`config.mk`:
```
export PLATFORM = sky130hd
export DESIGN_NAME = aq_sensor_bank
export DESIGN_NICKNAME = d
export VERILOG_FILES = /design/src/rtl/aq_pkg.sv /design/src/rtl/aq_chan_reg.sv /design/src/rtl/aq_sensor_bank.sv
export SDC_FILE = /design/constraint.sdc
export NUM_CORES = 1
export LEC_CHECK = 0
export CAP_MARGIN = 20
export CORE_MARGIN = 8
export CORE_UTILIZATION = 38
export DETAILED_ROUTE_END_ITERATION = 8
export DONT_BUFFER_PORTS = 1
export PLACE_DENSITY_LB_ADDON = 0.25
export SYNTH_ARGS = -nofsm -noshare
export SYNTH_HDL_FRONTEND = slang
export SYNTH_SLANG_ARGS = --single-unit
```
`constraint.sdc`:
```
create_clock -name CLK -period 2.4 [get_ports CLK]
set_clock_uncertainty 0.15 [all_clocks]
set_input_delay 0.36 -clock CLK [delete_from_list [all_inputs] [get_ports CLK]]
set_output_delay 0.36 -clock CLK [all_outputs]
set_load 0.05 [all_outputs]
```
`src/rtl/aq_pkg.sv`:
```
// aq_pkg: shared FSM state type, mode codes and one-hot helper for the aquarium sensor bank
package aq_pkg;
  typedef enum logic [1:0] {IDLE, SCAN, HOLD, ERROR} state_t;
  localparam logic [1:0] MODE_SCAN = 2'b01;
  localparam logic [1:0] MODE_HOLD = 2'b10;
  localparam int MAX_CH = 16;
  function automatic logic [MAX_CH-1:0] onehot(input int idx, input int n);
    logic [MAX_CH-1:0] v;
    v = '0;
    for (int i = 0; i < MAX_CH; i++) v[i] = (i == idx) && (i < n);
    return v;
  endfunction
endpackage

```
`src/rtl/aq_chan_reg.sv`:
```
// aq_chan_reg: one sensor channel - value register, valid bit, range check and sticky alarm
//   With AQ_ERR_AUTOCLR_EN defined the alarm also clears after DWELL quiet cycles.
module aq_chan_reg #(
  parameter int WIDTH = 8,
  parameter int DWELL = 4
) (
  input  logic             CLK,
  input  logic             reset,
  input  logic             wr_en,
  input  logic [WIDTH-1:0] wr_data,
  input  logic [WIDTH-1:0] lo,
  input  logic [WIDTH-1:0] hi,
  input  logic             err_clr,
  output logic [WIDTH-1:0] val,
  output logic             alarm
);
  localparam int QW = $clog2(DWELL + 1);
`ifdef AQ_ERR_AUTOCLR_EN
  localparam bit AUTOCLR = 1'b1;
`else
  localparam bit AUTOCLR = 1'b0;
`endif
  logic valid, oor, quiet;
  logic [QW-1:0] quiet_cnt;
  // lo > hi disables the channel
  assign oor = valid && (lo <= hi) && (val < lo || val > hi);
  assign quiet = AUTOCLR && !oor && quiet_cnt == QW'(DWELL - 1);
  always_ff @(posedge CLK or negedge reset)
    if (!reset) begin
      val <= '0;
      valid <= 1'b0;
      alarm <= 1'b0;
      quiet_cnt <= '0;
    end else begin
      if (wr_en) begin
        val <= wr_data;
        valid <= 1'b1;
      end
      alarm <= oor || (alarm && !err_clr && !quiet);
      quiet_cnt <= oor ? '0 : (quiet_cnt == QW'(DWELL)) ? quiet_cnt : quiet_cnt + QW'(1);
    end
endmodule

```
`src/rtl/aq_sensor_bank.sv`:
```
// aq_sensor_bank: NCH-channel aquarium sensor bank with range alarms and display sequencer
//   Define AQ_ERR_AUTOCLR_EN to let alarms self-clear after DWELL quiet cycles.
module aq_sensor_bank import aq_pkg::*; #(
  parameter int NCH = 4,
  parameter int WIDTH = 8,
  parameter int DWELL = 4,
  localparam int CW = $clog2(NCH)
) (
  input  logic                 CLK,
  input  logic                 reset,
  input  logic [NCH-1:0]       wr_en,
  input  logic [NCH*WIDTH-1:0] wr_data,
  input  logic [NCH*WIDTH-1:0] thr_lo,
  input  logic [NCH*WIDTH-1:0] thr_hi,
  input  logic [1:0]           mode,
  input  logic [CW-1:0]        ch_sel,
  input  logic                 err_clr,
  output logic [WIDTH-1:0]     disp_out,
  output logic [CW-1:0]        disp_ch,
  output logic [NCH-1:0]       disp_onehot,
  output logic [NCH-1:0]       alarm,
  output logic                 err_mode
);
  localparam int DW = $clog2(DWELL + 1);
  state_t state, state_nx;
  logic [NCH-1:0][WIDTH-1:0] vals;
  logic [CW-1:0] scan_ch, low_ch, cur_ch;
  logic [DW-1:0] dwell;
  logic [WIDTH-1:0] out_nx;
  logic [NCH-1:0] oh_nx;
  logic ch_ok;
  for (genvar i = 0; i < NCH; i++) begin : g_chan
    aq_chan_reg #(.WIDTH(WIDTH), .DWELL(DWELL)) u_chan (
      .CLK(CLK),
      .reset(reset),
      .wr_en(wr_en[i]),
      .wr_data(wr_data[i*WIDTH +: WIDTH]),
      .lo(thr_lo[i*WIDTH +: WIDTH]),
      .hi(thr_hi[i*WIDTH +: WIDTH]),
      .err_clr(err_clr),
      .val(vals[i]),
      .alarm(alarm[i])
    );
  end
  always_ff @(posedge CLK or negedge reset)
    if (!reset) state <= IDLE;
    else state <= state_nx;
  always_comb
    state_nx = (|alarm) ? ERROR : (mode == MODE_SCAN) ? SCAN : (mode == MODE_HOLD) ? HOLD : IDLE;
  // scan position restarts from channel 0 on every entry into SCAN
  always_ff @(posedge CLK or negedge reset)
    if (!reset) begin
      dwell <= '0;
      scan_ch <= '0;
    end else if (state != SCAN || state_nx != SCAN) begin
      dwell <= '0;
      scan_ch <= '0;
    end else if (dwell == DW'(DWELL - 1)) begin
      dwell <= '0;
      scan_ch <= (scan_ch == CW'(NCH - 1)) ? '0 : scan_ch + CW'(1);
    end else dwell <= dwell + DW'(1);
  always_comb begin
    low_ch = '0;
    for (int k = NCH - 1; k >= 0; k--) if (alarm[k]) low_ch = CW'(k);
  end
  assign ch_ok = int'(cur_ch) < NCH;
  always_comb begin
    cur_ch = (state == SCAN) ? scan_ch : (state == HOLD) ? ch_sel : (state == ERROR) ? low_ch : '0;
    out_nx = (state == ERROR) ? '1 : (state == IDLE || !ch_ok) ? '0 : vals[cur_ch];
    oh_nx = (state == ERROR) ? alarm : (state == IDLE) ? '0 : NCH'(onehot(int'(cur_ch), NCH));
  end
  always_ff @(posedge CLK or negedge reset)
    if (!reset) begin
      disp_out <= '0;
      disp_ch <= '0;
      disp_onehot <= '0;
    end else begin
      disp_out <= out_nx;
      disp_ch <= cur_ch;
      disp_onehot <= oh_nx;
    end
  assign err_mode = (state == ERROR);
endmodule
```
Word level (Yosys, flattened, before mapping) --
Cells that the tools add are included.
Word-level totals: logic and storage cells 92, input port bits 107, register bits 61, output and inout port bits 19
Cells by class: eq/ne operators 12, reductions and logical operators 26, mux-type cells 21, $lt $le $gt $ge 13, add/subtract/negate cells 2
Operator list (count):
- 8-bit > comparator | 4
- 8-bit <= comparator | 4
- 8-bit less-than comparator | 4
- 2-bit two-way mux | 13
- 8-bit two-way mux | 3
- 8-bit binary-select mux with 2-bit select | 1
- 1-bit logical AND | 12
- 1-bit logical OR | 9
- 2-bit equality test (second input constant) | 4
- 4-bit two-way mux | 2
- 3-bit two-way mux | 2
- 2-bit by 1-bit equality test with 1-bit output (second input constant) | 2
- 2-bit equality test (first input constant) | 2
- 2-bit logical NOT | 2
- 2-bit by 1-bit inequality test with 1-bit output (second input constant) | 2
- 4-bit OR reduction | 1
- 3-bit by 1-bit adder with 3-bit output (second input constant) | 1
- 3-bit by 2-bit equality test with 1-bit output (second input constant) | 1
- 2-bit by 3-bit less-than comparator with 1-bit output (second input constant) | 1
- 2-bit by 1-bit adder with 2-bit output (second input constant) | 1
- 1-bit by 2-bit equality test with 1-bit output (first input constant) | 1
- 2-bit nonzero test | 1
- 1-bit logical NOT | 1

Longest topological paths before layout --
depth in word-level cells 11, mapped depth 9, mapped depth without buffers 8

Modules after synthesis --
From an unflattened synthesis, not the netlist that was laid out.
Second synthesis, totals: cell total of the unflattened synthesis 520, area, all modules 5104.9 um2
Modules (own cells, without submodules):
- aq_chan_reg | area each 955.9 um2, times used 4, sequential area each 250.2 um2, cells an instance 98
- aq_sensor_bank | area each 1281.2 um2, times used 1, sequential area each 525.5 um2, cells an instance 128

Least setup slack after synthesis --
OpenSTA, ideal clock, no wires.
kind register -> register, start register state[1], end register disp_out[1], setup time 0.126 ns, cell stages (with the launch flop) 10, period minus slack after synthesis 2.011 ns, slack 0.389 ns, arrival time 1.735 ns, data required time 2.124 ns, path buffers 3, cells stage by stage dfrtp_1 buf_6 and2_4 o2111ai_2 nand3_2 buf_6 buf_12 mux2i_1 mux2i_1 maj3_2
On the way: cells in the longest elaborated chain, start to end 8, elaborated cells on any way between the ends 11, classes of those cells 3 x eq/ne; 7 x mux; 1 x reduce/logical
RTL lines:
- start: declaration | RTL line aq_sensor_bank.sv:25 | state_t state, state_nx;
- start signal: assignment | RTL line aq_sensor_bank.sv:47 | else state <= state_nx;
- 2-bit equality test
- via err_mode | RTL line aq_sensor_bank.sv:22 | output logic err_mode
- 2-bit two-way mux (3 in series) | RTL line aq_sensor_bank.sv:68 | cur_ch = (state == SCAN) ? scan_ch : (state == HOLD) ? ch_sel : (state == ERROR) ? low_ch : '0;
- via cur_ch[1] | RTL line aq_sensor_bank.sv:27 | logic [CW-1:0] scan_ch, low_ch, cur_ch;
- 8-bit binary-select mux with 2-bit select | RTL line aq_sensor_bank.sv:69 | out_nx = (state == ERROR) ? '1 : (state == IDLE || !ch_ok) ? '0 : vals[cur_ch];
- 8-bit two-way mux (implied by the code) | RTL line aq_sensor_bank.sv:69
- 8-bit two-way mux (2 in series) | RTL line aq_sensor_bank.sv:69
- via out_nx[1] | RTL line aq_sensor_bank.sv:29 | logic [WIDTH-1:0] out_nx;
- end signal: assignment | RTL line aq_sensor_bank.sv:78 | disp_out <= out_nx;
- end: declaration | RTL line aq_sensor_bank.sv:18 | output logic [WIDTH-1:0] disp_out,
The timed path passes the listed nets, and every way through them passes these cells. The select of a mux whose other input is x is not followed. A chain may end at the register's enable or synchronous reset.

Final worst setup path --
start register state[1], end register disp_out[1]
On the way: cells in the longest elaborated chain, start to end 8, elaborated cells on any way between the ends 11, classes of those cells 3 x eq/ne; 7 x mux; 1 x reduce/logical
RTL lines (RTL line):
- 2-bit equality test | aq_sensor_bank.sv:68, aq_sensor_bank.sv:69
- 2-bit two-way mux (3 in series) | aq_sensor_bank.sv:68
- 8-bit binary-select mux with 2-bit select | aq_sensor_bank.sv:69
- 8-bit two-way mux (implied by the code) | aq_sensor_bank.sv:69
- 8-bit two-way mux | aq_sensor_bank.sv:69
- 8-bit two-way mux (*) | aq_sensor_bank.sv:69
- via out_nx[1] | aq_sensor_bank.sv:29
Mark *: on every way through the listed nets, which the timed path passes. The rest lies on a longest branch. The select of a mux whose other input is x is not followed.

==> results.toml <==
[logic_synthesis]
synthArstFlopShare = 1.00
synth-edff-count = 0
yosysUniqueCellTypes = 41
ys_seq_area_frac = 0.313
ys.flop_type = "dfrtp_1"
synth_cells = 485
ys_warn_count = 0
ys_ff_latch = 61
syn_nets = 686
synth_area_um2 = 4870
avgSynthCellArea_um2 = 10.0

[sta]
hold_violations = 0
setup_tns_ns = 0
rsz0062_at_grt = "false"
worst_pin_slew_ns = 0.542
slew_headroom = 0.639
final_max_slew_viol_count = 0
fmax_ghz = 0.453
period_needed_ns = 2.21
min_period_over_period = 0.921
setup_viol = 0

[power]
total_power_mw = 3.74
intPower_mw = 2.49
p_per_area_nw_per_um2 = 683
switching_share = 0.335
clock_power_share = 0.364
p_sw_mw = 1.25
p_comb_frac = 0.258
ir_drop_mv = 0.279
p_leak_nw = 2.69
seq_power_share = 0.378

[floorplan]
num_rows = 41
die_y_um = 129
io_pins = 126
start_util = 0.387
die_x_um = 129
coreArea_um2 = 12600
die-area_um2 = 16700

[grt]
grt_use_met1 = 0.179
grt_max_degree = 62
grt-busiest-layer = "met2"
grt_antenna_before_repair = 1
gr-usage-met3 = 0.0596
grt_use_total = 0.151
gr-total-overflow = 0
grt_use_met2 = 0.252
grt_pass1_vias = 3723
grt_pass1_wl_mm = 19.5

[run]
maxCapViolations = 0

[placement]
place.gp.congestion = 0.889
dp_hpwl_mm = 10.3
portBuffers = 0

[routing]
first_iter_violations = 121
drt-total-wl_mm = 12.4
drtAntennaViolNets = 0
drc_errors = 0
via_per_inst = 5.22
wl_per_cell_um = 18.4
via_count = 3541
firstDrtPassIters = 4

[layout]
multi_input_area_um2 = 2970
antenna_cells = 0
layout-drive-gt1-share = 0.144
regArea_um2 = 1530
n_fill_cell = 1221
nNetsFinal = 702
area_growth_pct = 12.5

[worst_setup_path]
start_kind = "flip-flop"
worst_ep_arrival_time_ns = 2.27
required_ns = 2.46
cp_max_fo = 17
criticalPathCategory = "flip-flop to flip-flop"
critPathCaptureType = "flip-flop"

[cts]
clk_pin_slew_ns = 0.05
cts_htree_levels = 3
root_buffer = "clkbuf_16"
clock_sinks = 61
clockBufferDepth = 2
cts_tree = "yes"
worstSkewPairLatency_ns = 0.33
cts_buffers = 9

[run_status]
outcome = "completed"

[hold_path]
hold_path.class = "input pin to flip-flop"
==> worst max-delay path, cell delays in order, from the launching register on <==
cell and delay [ns]:
dfrtp_1 0.52, and2_4 0.22, o2111ai_2 0.09, nand3_2 0.09
buf_4 0.28, mux2i_1 0.28, mux2i_1 0.12, maj3_2 0.33
==> flip-flops by register name (all words and copies together) (netlist names) <==
| register | cells |
|---|---|
| disp_out | 8 |
| scan_ch | 2 |
| disp_ch | 2 |
| g_chan.u_chan.valid | 4 |
| dwell | 3 |
| state | 2 |
| g_chan.u_chan.alarm | 4 |
| g_chan.u_chan.val | 32 |
| disp_onehot | 4 |
==> metal layers <==
metal / wire (µm) / share of wire
met5: 8 / 0.00064
met4: 146 / 0.012
met3: 987 / 0.079
met2: 5930 / 0.48
met1: 5380 / 0.43
==> worst paths after layout <==
| kind | start | to | slack (ns) | depth (start not counted) |
|---|---|---|---|---|
| hold / removal | wr_en[2] | g_chan[2].u_chan.val[0] | 0.01 | 2 |
| setup reg to reg | state[1] | disp_out[1] | 0.19 | 7 |
| max in group asynchronous | reset | g_chan[3].u_chan.valid | 1.41 | 2 |
| min in group asynchronous | reset | dwell[2] | 0.41 | 2 |
| hold reg to reg | dwell[0] | dwell[0] | 0.29 | 1 |
| setup / recovery | state[1] | disp_out[1] | 0.19 | 7 |
==> synthesized netlist by cell type (2+ instances only) <==
library cell | number | area share
nor4_1 | 2 | 0.0026
buf_4 | 5 | 0.0077
o2111ai_1 | 4 | 0.0072
clkbuf_1 | 5 | 0.0039
o22ai_1 | 6 | 0.0077
o21ai_0 | 24 | 0.025
mux2_2 | 28 | 0.065
a211oi_1 | 4 | 0.0062
nor2_1 | 12 | 0.0092
a22oi_1 | 2 | 0.0031
dfrtp_1 | 61 | 0.31
a2bb2oi_1 | 4 | 0.0072
maj3_2 | 8 | 0.019
nand4_1 | 16 | 0.021
mux2i_1 | 30 | 0.062
a21oi_1 | 27 | 0.028
or2_2 | 4 | 0.0051
a21o_1 | 16 | 0.025
inv_1 | 71 | 0.055
nor3_1 | 2 | 0.0021
nand3_1 | 2 | 0.0021
nor2b_1 | 11 | 0.014
ha_1 | 94 | 0.24
buf_6 | 2 | 0.0046
o221ai_1 | 4 | 0.0072
nand2_1 | 12 | 0.0092
o211ai_1 | 4 | 0.0062
nand2b_1 | 12 | 0.015
==> what timing repair did <==
| action | 4_1_cts | 5_1_grt |
|---|---|---|
| hold endpoints to repair | 75 | 0 |
| buffers inserted | 0 | 0 |
| hold buffers | 10 | 0 |
| setup endpoints to repair | 0 | 0 |
| gates resized for setup | 0 | 0 |
==> cell type report <==
| class | count | area share |
|---|---|---|
| clock buffer | 9 | 0.0411 |
| clock inverter | 7 | 0.0164 |
| inverter | 72 | 0.0493 |
| multi-input combinational | 338 | 0.541 |
| sequential | 61 | 0.279 |
| tap | 172 | 0.0393 |
| timing repair buffer | 19 | 0.0338 |
==> cells in the final DEF, fill, tap and decap left out, drive strengths merged, types with 5 or more instances in the layout <==
cell         synthesis  layout
a21o                16      16
a21oi               27      27
buf                  8      10
clkbuf               6       9
dfrtp               61      61
dlygate4sd3          0       9
ha                  94      94
inv                 72      72
maj3                 8       8
mux2                28      28
mux2i               30      30
nand2               13      13
nand2b              12      12
nand4               16      16
nor2                12      12
nor2b               11      11
o2111ai              5       5
o211ai               5       5
o21ai               24      24
o22ai                6       6
==> kinds of logic (layout without fill, tap and decap cells) <==
family,Yosys count,after routing,synth area share
AND/OR/NAND/NOR,81,81,0.0935
adder cells (fa/ha/maj),102,102,0.260
multiplexers,58,58,0.126
buffers and inverters,86,107,0.0773
flip-flops,61,61,0.313
AO/OA/AOI/OAI,97,97,0.129
==> per-stage QoR <==
stage	setup slack [ns]	hold slack (ns)	utilization	cells	cell area [µm²]
after floorplan	0.389	-0.0856	-	485	4870
after global placement	0.370	-0.0826	0.401	652	5050
after detailed placement	0.198	-0.0829	0.401	652	5050
after CTS	0.190	0.00291	0.436	678	5480
after global routing	0.0697	0.00914	0.436	678	5480
final	0.191	0.0118	0.436	678	5480
==> power by group through the flow <==
stage | sequential [mW] | combinational, mW | clock (mW)
2_1_floorplan | 1.38 | 0.793 | 0
3_3_place_gp | 1.44 | 0.883 | 0
3_5_place_dp | 1.44 | 0.926 | 0
4_1_cts | 1.42 | 0.976 | 1.40
5_1_grt | 1.43 | 1.09 | 1.45
6_report | 1.42 | 0.966 | 1.36
No activity file was read; power rests on OpenSTA's default activity.
